--- src/rtl/pipe_ctrl_pkg.sv ---
// Shared encodings for the pipeline stall/flush sequencer.
// PC-source select codes and the redirect FSM state codes.
package pipe_ctrl_pkg;

    localparam logic [1:0] PCSEL_NPC = 2'b00;
    localparam logic [1:0] PCSEL_EXC = 2'b01;
    localparam logic [1:0] PCSEL_EPC = 2'b10;

    localparam logic [0:0] ST_RUN      = 1'b0;
    localparam logic [0:0] ST_REDIRECT = 1'b1;

endpackage

--- src/rtl/md_busy_counter.sv ---
// Multiply/divide busy counter: loads the op latency on issue, counts down.
// Ports: Clk, Reset, hold (redirect freeze), start, div -> cnt, busy.
module md_busy_counter #(
    parameter int MULT_CYCLES = 5,
    parameter int DIV_CYCLES  = 10
) (
    input  logic       Clk,
    input  logic       Reset,
    input  logic       hold,
    input  logic       start,
    input  logic       div,
    output logic [3:0] cnt,
    output logic       busy
);

    localparam logic [3:0] MULT_LD = 4'(MULT_CYCLES);
    localparam logic [3:0] DIV_LD  = 4'(DIV_CYCLES);

    assign busy = (cnt != 4'd0);

    // A start while busy is ignored; the count just keeps running down.
    always_ff @(posedge Clk or posedge Reset) begin
        if (Reset) begin
            cnt <= 4'd0;
        end else if (hold) begin
            cnt <= cnt;
        end else if (start && !busy) begin
            cnt <= div ? DIV_LD : MULT_LD;
        end else if (busy) begin
            cnt <= cnt - 4'd1;
        end
    end

endmodule

--- src/rtl/pipe_hazard_ctrl.sv ---
// Central stall/flush/redirect sequencer for the 5-stage pipeline.
// In: hazard, MD use/start, exception/eret; out: PC, D/E/M ctrl, MD busy, stall count.
module pipe_hazard_ctrl
    import pipe_ctrl_pkg::*;
#(
    parameter int MULT_CYCLES = 5,
    parameter int DIV_CYCLES  = 10
) (
    input  logic        Clk,
    input  logic        Reset,
    input  logic        LoadUseHazD,
    input  logic        MDUseD,
    input  logic        MDStartE,
    input  logic        MDDivE,
    input  logic        ExcReqM,
    input  logic        EretM,
    output logic        PCEn,
    output logic [1:0]  PCSel,
    output logic        DRegEn,
    output logic        DRegFlush,
    output logic        ERegFlush,
    output logic        MRegFlush,
    output logic        MDBusy,
    output logic [3:0]  MDCnt,
    output logic [31:0] StallCnt
);

    logic [0:0]  state;
    logic        redirect;
    logic        stall;
    logic [31:0] stall_cnt;

    md_busy_counter #(
        .MULT_CYCLES (MULT_CYCLES),
        .DIV_CYCLES  (DIV_CYCLES)
    ) u_md (
        .Clk   (Clk),
        .Reset (Reset),
        .hold  (redirect),
        .start (MDStartE),
        .div   (MDDivE),
        .cnt   (MDCnt),
        .busy  (MDBusy)
    );

    // The cycle after a redirect M holds a bubble, so exc/eret are ignored.
    assign redirect = (ExcReqM | EretM) && (state == ST_RUN);
    assign stall    = !redirect &&
                      (LoadUseHazD | (MDUseD & (MDBusy | MDStartE)));

    always_comb begin
        PCEn      = 1'b1;
        PCSel     = PCSEL_NPC;
        DRegEn    = 1'b1;
        DRegFlush = 1'b0;
        ERegFlush = 1'b0;
        MRegFlush = 1'b0;
        priority case (1'b1)
            Reset: begin
                PCEn      = 1'b0;
                DRegEn    = 1'b0;
                DRegFlush = 1'b1;
                ERegFlush = 1'b1;
                MRegFlush = 1'b1;
            end
            redirect: begin
                PCSel     = ExcReqM ? PCSEL_EXC : PCSEL_EPC;
                DRegFlush = 1'b1;
                ERegFlush = 1'b1;
                MRegFlush = 1'b1;
            end
            stall: begin
                PCEn      = 1'b0;
                DRegEn    = 1'b0;
                ERegFlush = 1'b1;
            end
            default: ;
        endcase
    end

    always_ff @(posedge Clk or posedge Reset) begin
        if (Reset) begin
            state <= ST_RUN;
        end else begin
            state <= redirect ? ST_REDIRECT : ST_RUN;
        end
    end

    always_ff @(posedge Clk or posedge Reset) begin
        if (Reset) begin
            stall_cnt <= 32'd0;
        end else if (stall) begin
            stall_cnt <= stall_cnt + 32'd1;
        end
    end

    assign StallCnt = stall_cnt;

endmodule

--- config.mk ---
export PLATFORM = sky130hd
export DESIGN_NAME = pipe_hazard_ctrl
export DESIGN_NICKNAME = d
export VERILOG_FILES = /design/src/rtl/pipe_ctrl_pkg.sv /design/src/rtl/md_busy_counter.sv /design/src/rtl/pipe_hazard_ctrl.sv
export SDC_FILE = /design/constraint.sdc
export NUM_CORES = 1
export LEC_CHECK = 0
export ABC_AREA = 1
export CAP_MARGIN = 10
export CORE_ASPECT_RATIO = 0.5
export CORE_UTILIZATION = 50
export CTS_CLUSTER_DIAMETER = 40
export DETAILED_ROUTE_END_ITERATION = 6
export PLACE_DENSITY = 0.82
export SLEW_MARGIN = 20
export SYNTH_ARGS = -nofsm -noshare
export SYNTH_HDL_FRONTEND = slang
export SYNTH_SLANG_ARGS = --single-unit
--- constraint.sdc ---
create_clock -name Clk -period 3.45 [get_ports Clk]
set_clock_uncertainty 0.05 [all_clocks]
set_input_delay 0.345 -clock Clk [delete_from_list [all_inputs] [get_ports Clk]]
set_output_delay 0.345 -clock Clk [all_outputs]
set_load 0.02 [all_outputs]
==> flow_summary_export.csv, run 1 <==
group,metric,value,unit
run,maxCapViolCount,0,
logic_synthesis,syn-num-nets,340,
pwr,power_density,502,nW/um2
global_routing,grt.total_usage,24.6,%
setup_path,crit_arrival,2140,ps
setup_path,startpoint,"u_md.cnt[0]",
routing,drcViolationCount,3,
routing,ant_nets,0,
setup_path,crit_path_end_kind,"primary output",
place,port-buffer-count,51,
logic_synthesis,avgSynthCellArea,7.04,um2
cells_and_area,layout_common_cells,"122 x nand2_1, 51 x clkdlybuf4s50_1, 37 x dfrtp_1, 36 x nor2_1, 34 x inv_1",
global_routing,overflow,0,
place,hpwl,3.94,mm
logic_synthesis,ys_seq_elements,37,
place,pre_cts_ws,1130,ps
cells_and_area,drive_above_1_share,8.88,%
place,gp_congestion,0.843,
clock_network,cts_tree,"built",
setup_path,worstPathMaxFanout,6,
global_routing,grt_pass1_wl,9.47,mm
clock_network,root_buffer,"clkbuf_8",
sta,finalHoldViolCount,0,
die,fp-row-count,17,
hold_path,worstHoldStart,"StallCnt[31]",
die,die_h,50.1,um
setup_path,start_kind,"register",
cells_and_area,n_antenna_cell,0,
logic_synthesis,yosysWarnings,0,
sta,fin_ws,914,ps
sta,min_period,2540,ps
cells_and_area,filler_cell_count,360,
sta,fin_crit_sh,73.5,%
sta,clock.fmax,394,MHz
die,coreArea,4420,um2
cells_and_area,layout_commonest_cell,"nand2_1",
sta,report.final.slew_viol_count,0,
sta,rsz0062_at_grt,"no",
logic_synthesis,synth_area_leaders,"dfrtp_1 40%, nand2_1 20%, nor2_1 5.8%",
routing,drt-pass1-iter-count,7,
routing,wire_per_inst,12.5,um
die,die_w,98.3,um
setup_path,crit-reg2reg-launch,"u_md.cnt[0]",
clock_network,clkTransAtPathRegs,70,ps
clock_network,clock_latency,290,ps
routing,routed-via-count,2222,
die,io_pins,52,
clock_network,max-clock-path-buffers,2,
routing,wl,5.49,mm
clock_network,cts_made_buffers,5,
logic_synthesis,yosysTopAreaCell,"dfrtp_1",
clock_network,cts_hold_buf,0,
sta,setup_viol,0,
run_status,outcome,"complete, but fails checks",
global_routing,grt_pass1_vias,2159,
clock_network,cts_resized,0,
logic_synthesis,synth.cell_area,2320,um2
setup_path,criticalPathCategory,"reg -> out",
pwr,ir_drop,0.000406,V
logic_synthesis,syn_inst,329,
global_routing,antenna_found_initial,0,
setup_path,required,3050,ps
cells_and_area,area_delta_synth_final,29.4,%
run_status,violations,"DRC",
logic_synthesis,synth.distinct_cells,27,
routing,first_iter_violations,148,
sta,max_slew.worst_pin.slew,480,ps
die,die_area,4930,um2
clock_network,cts_setup_buffers,0,
global_routing,grt_max_degree,38,
hold_path,min_path_type,"reg -> reg",
cells_and_area,multi_input_area,1200,um2
routing,via_per_inst,5.05,
clock_network,htreeDepth,2,
pwr,leakagePower,1.35,nW
logic_synthesis,synth-seq-area-share,40.0,%
die,start_util,52.4,%
sta,setup_tns,0,ps
cells_and_area,area.sequential,926,um2
cells_and_area,nNetsFinal,393,
sta,slew_headroom,68.0,%
logic_synthesis,synth.top_cell.area_share,40.0,%
clock_network,clock-sinks,37,
area by class of cell:
cell class	count	share of cell area, %
multi-input combinational	248	40.0
tap	57	2.38
clock buffer	5	2.29
sequential	37	30.9
timing repair buffer	54	17.8
clock inverter	3	2.17
inverter	36	4.51
worst max-delay path, cell delays in order, from the launching register on:
cell	delay [ps]
dfrtp_1	380
inv_1	150
ha_1	210
nand3_1	100
nand2_1	80
nand2_1	50
nand2_1	90
inv_2	40
nor2_1	120
clkdlybuf4s50_1	620
power by group:
| part | switching, W | internal (W) | leakage [nW] | total [W] |
|---|---|---|---|---|
| logic | 0.000275 | 0.000216 | 0.784 | 0.000492 |
| registers | 0.0000739 | 0.000494 | 0.499 | 0.000568 |
| clock network | 0.000158 | 0.000287 | 0.0681 | 0.000446 |
cells by family (layout without fill, tap and decap cells):
kind of cell / Yosys count / in the layout / share of synthesized area (%)
flip-flops: 37 / 37 / 40.0
XOR/XNOR: 9 / 9 / 3.40
AND/OR/NAND/NOR: 213 / 213 / 41.3
adder cells (fa/ha/maj): 3 / 3 / 1.62
buffers and inverters: 44 / 98 / 8.26
AO/OA/AOI/OAI: 23 / 23 / 5.45
through the flow:
stage                     util [%]  cell area, um2  hold slack (ps)  std cells  total power, W
after floorplan                  -            2320              461        329        0.000877
after global placement        64.8            2870              427        432         0.00105
after detailed placement      64.8            2870              452        432         0.00107
after CTS                     67.8            3000              469        440         0.00152
after global routing          67.8            3000              494        440         0.00160
final                         67.8            3000              462        440         0.00151
layer usage:
layer | up-vias | routed length [um] | global-route usage, %
li1 | 1123 | - | -
met1 | 1043 | 2510 | 29.8
met2 | 47 | 2730 | 44.8
met3 | 9 | 194 | 5.15
met4 | 0 | 53 | 7.46
met5 | - | 0 | 0
synth_stat cells:
| master | n |
|---|---|
| nand2_1 | 122 |
| dfrtp_1 | 37 |
| nor2_1 | 36 |
| inv_1 | 34 |
| nand3_1 | 14 |
| o21ai_0 | 13 |
| nor2_2 | 11 |
| nand4_1 | 8 |
| nand3b_1 | 7 |
| nor3_1 | 5 |
| xnor2_1 | 5 |
| buf_4 | 4 |
| nand2_2 | 4 |
| o21ai_1 | 4 |
| xor2_1 | 4 |
| a21oi_1 | 3 |
| buf_2 | 3 |
| ha_1 | 3 |
| inv_2 | 2 |
| nand2_4 | 2 |
| nor2_4 | 2 |
| a22oi_1 | 1 |
| buf_6 | 1 |
| nor2_8 | 1 |
| nor3b_1 | 1 |
| o21bai_1 | 1 |
| o21bai_2 | 1 |
registers in the layout, summed over array words and instances (netlist names):
signal	cells
StallCnt	32
u_md.cnt	4
state	1
path summary, 6_finish.rpt:
path / cells after the start / to / slack, ps
worst min-delay path: 2 / StallCnt[31] / 460
min in group asynchronous: 3 / StallCnt[15] / 580
worst max-delay path: 9 / DRegEn / 910
worst max register to register: 11 / StallCnt[28] / 1660
max in group asynchronous: 3 / StallCnt[5] / 2440
worst min register to register: 2 / StallCnt[31] / 460
Power figures use the tool's default switching activity.
==> run 2: changes to the inputs <==
clock period = 2.64 ns   (was 3.45 ns; I/O delays follow)
==> run 2 against run 1 <==
The flow still finishes with violations (DRC). Sequential cell count stayed put. Largest cell class unchanged. Critical path depth is 3 lower. Via count is 1.1% higher. Non-clock buffer count stayed put. Die area stayed put. Highest routed layer unchanged. Worst setup slack worse by 570 ps. Sequential share of layout area is 0.13 points higher. Sequential power is 32% higher.
==> flow_summary_export.csv, run 2 (synthesis results as in run 1) <==
group,metric,value,unit
place,gp_congestion,0.891,
die,io_pins,52,
global_routing,grt_max_degree,35,
sta,max_slew.worst_pin.slew,441,ps
sta,setup_viol,0,
setup_path,critical_path.cell_chain,"inv_1 -> ha_1 -> nand3_1 -> nand2_1 -> nand4_1 -> clkdlybuf4s50_1",
cells_and_area,drive_above_1_share,8.62,%
sta,fin_crit_sh,87.0,%
setup_path,cp_slowest_stage_delay,570,ps
clock_network,cts_hold_buf,0,
routing,wl,5.59,mm
cells_and_area,design_area,2990,um2
place,pre_cts_ws,463,ps
clock_network,clock_latency,290,ps
die,die_w,98.3,um
run_status,outcome,"complete, but fails checks",
run,maxCapViolCount,0,
die,die_area,4930,um2
routing,drt-pass1-iter-count,6,
global_routing,grt.total_usage,24.9,%
sta,setup_tns,0,ps
place,port-buffer-count,51,
clock_network,htreeDepth,2,
routing,routed-via-count,2247,
setup_path,cp_slowest_cell,"clkdlybuf4s50_1",
cells_and_area,layout_commonest_cell,"nand2_1",
clock_network,clock-sinks,37,
setup_path,required,2330,ps
clock_network,max-clock-path-buffers,2,
global_routing,grt_pass1_vias,2111,
run_status,violations,"DRC",
place,hpwl,4.04,mm
setup_path,worstPathMaxFanout,6,
clock_network,cts_made_buffers,5,
sta,report.final.slew_viol_count,0,
cells_and_area,area_delta_synth_final,28.9,%
pwr,leakagePower,1.37,nW
sta,fin_ws,344,ps
clock_network,cts_resized,0,
routing,drcViolationCount,4,
clock_network,cts_setup_buffers,0,
die,coreArea,4420,um2
sta,rsz0062_at_grt,"no",
setup_path,crit_path_end_kind,"primary output",
setup_path,start_kind,"register",
clock_network,cts_tree,"built",
global_routing,antenna_found_initial,0,
die,start_util,52.4,%
cells_and_area,largest_reg_flops,32,
cells_and_area,n_antenna_cell,0,
pwr,ir_drop,0.000790,V
routing,first_iter_violations,169,
sta,clock.fmax,436,MHz
routing,via_per_inst,5.11,
place,placed_cell_area,2870,um2
cells_and_area,layout_common_cells,"122 x nand2_1, 49 x clkdlybuf4s50_1, 37 x dfrtp_1, 36 x nor2_1, 34 x inv_1",
hold_path,min_path_type,"in -> async",
routing,ant_nets,0,
clock_network,root_buffer,"clkbuf_8",
global_routing,overflow,0,
clock_network,clkTransAtPathRegs,80,ps
routing,wire_per_inst,12.7,um
cells_and_area,nNetsFinal,393,
die,die_h,50.1,um
setup_path,crit_arrival,1980,ps
global_routing,grt_pass1_wl,9.47,mm
sta,finalHoldViolCount,0,
sta,slew_headroom,70.6,%
pwr,power_density,642,nW/um2
setup_path,criticalPathCategory,"reg -> out",
die,fp-row-count,17,
sta,min_period,2300,ps
pwr,finalPower,0.00192,W
-- run 2: metrics by stage --
step	hold WS (ps)	instances	util, %
floorplan	380	329	-
global placement	427	432	64.8
detailed placement	448	432	64.8
CTS	254	440	67.4
global route	273	440	67.5
finish	264	440	67.5
-- run 2: cell type report --
cell class,instances,area (um2)
fillers,372,1440
inverters,36,135
well taps,57,71.3
clock inverters,1,30.0
flip-flops and latches,37,926
multi-input cells,248,1200
clock buffers,7,86.3
repair buffers,54,538
-- run 2: metal layers --
layer / up-vias / global-route usage [%] / part of all wire, %
li1: 1127 / - / -
met1: 1056 / 30.4 / 45
met2: 55 / 43.8 / 49
met3: 9 / 4.74 / 4.0
met4: 0 / 11.2 / 1.5
met5: - / 0 / 0
-- run 2: critical path: cells and delay by family, from the launching register on --
family	cells	cell delay (ps)
buf+inv	2	720
fa+ha+maj	1	220
flops	1	390
simple gates	3	350
-- run 2: final timing paths --
| check | end | from | slack, ps | cells after the start |
|---|---|---|---|---|
| min in group Clk | StallCnt[31] | StallCnt[31] | 470 | 2 |
| worst max register to register | StallCnt[25] | u_md.cnt[0] | 780 | 11 |
| worst min-delay path | u_md.cnt[0] | Reset | 260 | 2 |
| max in group asynchronous | StallCnt[13] | Reset | 1540 | 3 |
| worst max-delay path | ERegFlush | u_md.cnt[0] | 340 | 6 |
| worst min register to register | StallCnt[31] | StallCnt[31] | 470 | 2 |
-- run 2: where the power goes --
part / internal, W / switching, W / total [W]
combinational: 0.000283 / 0.000372 / 0.000655
clock: 0.000308 / 0.000206 / 0.000514
sequential: 0.000646 / 0.000102 / 0.000748
total: 0.00124 / 0.000680 / 0.00192
==> run 3: changes to the inputs <==
CORE_ASPECT_RATIO = 1.5   (was 0.5)
CTS_CLUSTER_SIZE = 28   (was unset)
==> run 3 against run 2 <==
The run still ends with DRC left. Maximum frequency decreased by 5.9%. Clock power decreased by 14%. Hold slack got worse by 14 ps. Final cell count shrank 2.0%. Sequential power down 0.8%. Worst setup slack worse by 140 ps. Global-route usage down 1.7 points. Critical path type unchanged.
==> flow_summary_export.csv, run 3 (synthesis results as in run 1) <==
group,metric,value,unit
global_routing,grt_pass1_wl,8.96,mm
routing,via_per_inst,5.18,
setup_path,r2r_slack,870,ps
global_routing,grt_max_degree,35,
cells_and_area,design_area,2960,um2
routing,drt-pass1-iter-count,6,
cells_and_area,largest_reg_flops,32,
clock_network,clock-sinks,37,
sta,rsz0062_at_grt,"no",
cells_and_area,nNetsFinal,393,
clock_network,cts_made_buffers,5,
clock_network,cts_setup_buffers,0,
setup_path,worstPathMaxFanout,6,
cells_and_area,n_antenna_cell,0,
global_routing,grt_pass1_vias,2055,
clock_network,cts_tree,"built",
die,die_w,57.6,um
routing,routed-via-count,2232,
setup_path,criticalPathCategory,"reg -> out",
clock_network,htreeDepth,2,
die,io_pins,52,
setup_path,rr_endpoint,"StallCnt[8]",
sta,setup_tns,0,ps
clock_network,max-clock-path-buffers,2,
clock_network,root_buffer,"clkbuf_8",
cells_and_area,layout_common_cells,"122 x nand2_1, 51 x clkdlybuf4s50_1, 37 x dfrtp_1, 36 x nor2_1, 34 x inv_1",
die,die_area,4920,um2
pwr,power_density,617,nW/um2
die,coreArea,4500,um2
cells_and_area,area_delta_synth_final,27.5,%
sta,finalHoldViolCount,0,
routing,ant_nets,0,
sta,max_slew.worst_pin.slew,432,ps
hold_path,min_path_type,"in -> async",
global_routing,grt.total_usage,23.2,%
place,gp_congestion,0.837,
setup_path,startpoint,"u_md.cnt[0]",
setup_path,crit_arrival,2130,ps
routing,wire_per_inst,12.0,um
setup_path,required,2330,ps
sta,slew_headroom,71.2,%
routing,first_iter_violations,92,
sta,setup_viol,0,
setup_path,crit_path_end_kind,"primary output",
cells_and_area,final_core_util,65.6,%
global_routing,overflow,0,
run,maxCapViolCount,0,
setup_path,crit-reg2reg-launch,"u_md.cnt[0]",
sta,report.final.slew_viol_count,0,
setup_path,start_kind,"register",
pwr,finalPower,0.00182,W
place,placed_cell_area,2850,um2
clock_network,cts_resized,0,
clock_network,clkTransAtPathRegs,70,ps
sta,clock.fmax,410,MHz
place,port-buffer-count,51,
die,die_h,85.4,um
global_routing,antenna_found_initial,0,
pwr,ir_drop,0.000446,V
clock_network,clock_latency,290,ps
sta,min_period,2440,ps
run_status,violations,"DRC",
sta,fin_crit_sh,92.4,%
routing,drcViolationCount,5,
pwr,leakagePower,1.34,nW
routing,wl,5.18,mm
place,hpwl,3.81,mm
cells_and_area,drive_above_1_share,8.88,%
die,fp-row-count,30,
setup_path,cp-endpoint,"DRegEn",
setup_path,ff2ff_path_depth,10,
run_status,outcome,"complete, but fails checks",
clock_network,cts_hold_buf,0,
cells_and_area,layout_commonest_cell,"nand2_1",
die,start_util,51.4,%
## run 3: changes by cell type in the layout (fill, tap and decap cells not counted)
cell,change
dlymetal6s2s_1,-2
clkdlybuf4s50_1,+2
clkbuf_8,+1
bufinv_16,-1
clkinv_2,+1
clkbuf_1,-1
## run 3: metal layers
layer	GRT usage, %	wire [um]	vias to the layer above
met5	0	0	-
met4	9.76	100	0
met3	3.66	165	8
met2	40.6	2640	44
met1	27.5	2280	1050
li1	-	-	1130
## run 3: per-stage QoR
step	cells	hold slack (ps)	worst slack [ps]
after floorplan	329	380	467
after global placement	423	427	525
after detailed placement	423	456	507
after CTS	431	254	205
after global routing	431	289	12.3
final	431	250	200
## run 3: power by group
part	leakage, nW	total (W)	switching (W)	internal [W]
sequential	0.499	0.000742	0.0000959	0.000646
combinational	0.784	0.000641	0.000359	0.000282
clock	0.0542	0.000441	0.000205	0.000236
## run 3: how the worst min path moves through the flow
stage	to	depth (start not counted)	slack, ps	start
2_1_floorplan	state	2	380	EretM
3_3_place_gp	StallCnt[31]	2	430	StallCnt[31]
3_5_place_dp	StallCnt[30]	2	460	StallCnt[30]
4_1_cts	u_md.cnt[3]	2	250	Reset
5_1_grt	u_md.cnt[3]	2	290	Reset
6_report	u_md.cnt[3]	2	250	Reset
## run 3: critical path, cell delays in order (launching register included)
cell and delay [ps]:
dfrtp_1 380, inv_1 150, ha_1 210, nand3_1 100, nand2_1 90, nand2_1 50
nand2_1 80, inv_2 40, nor2_1 120, clkdlybuf4s50_1 620
## run 3: cell type report
type / count / area, um2
Fill cell: 394 / 1550
Multi-Input combinational cell: 248 / 1200
Sequential cell: 37 / 926
Timing Repair Buffer: 54 / 533
Inverter: 36 / 135
Clock buffer: 7 / 96.3
Tap cell: 48 / 60.1
Clock inverter: 1 / 5.00
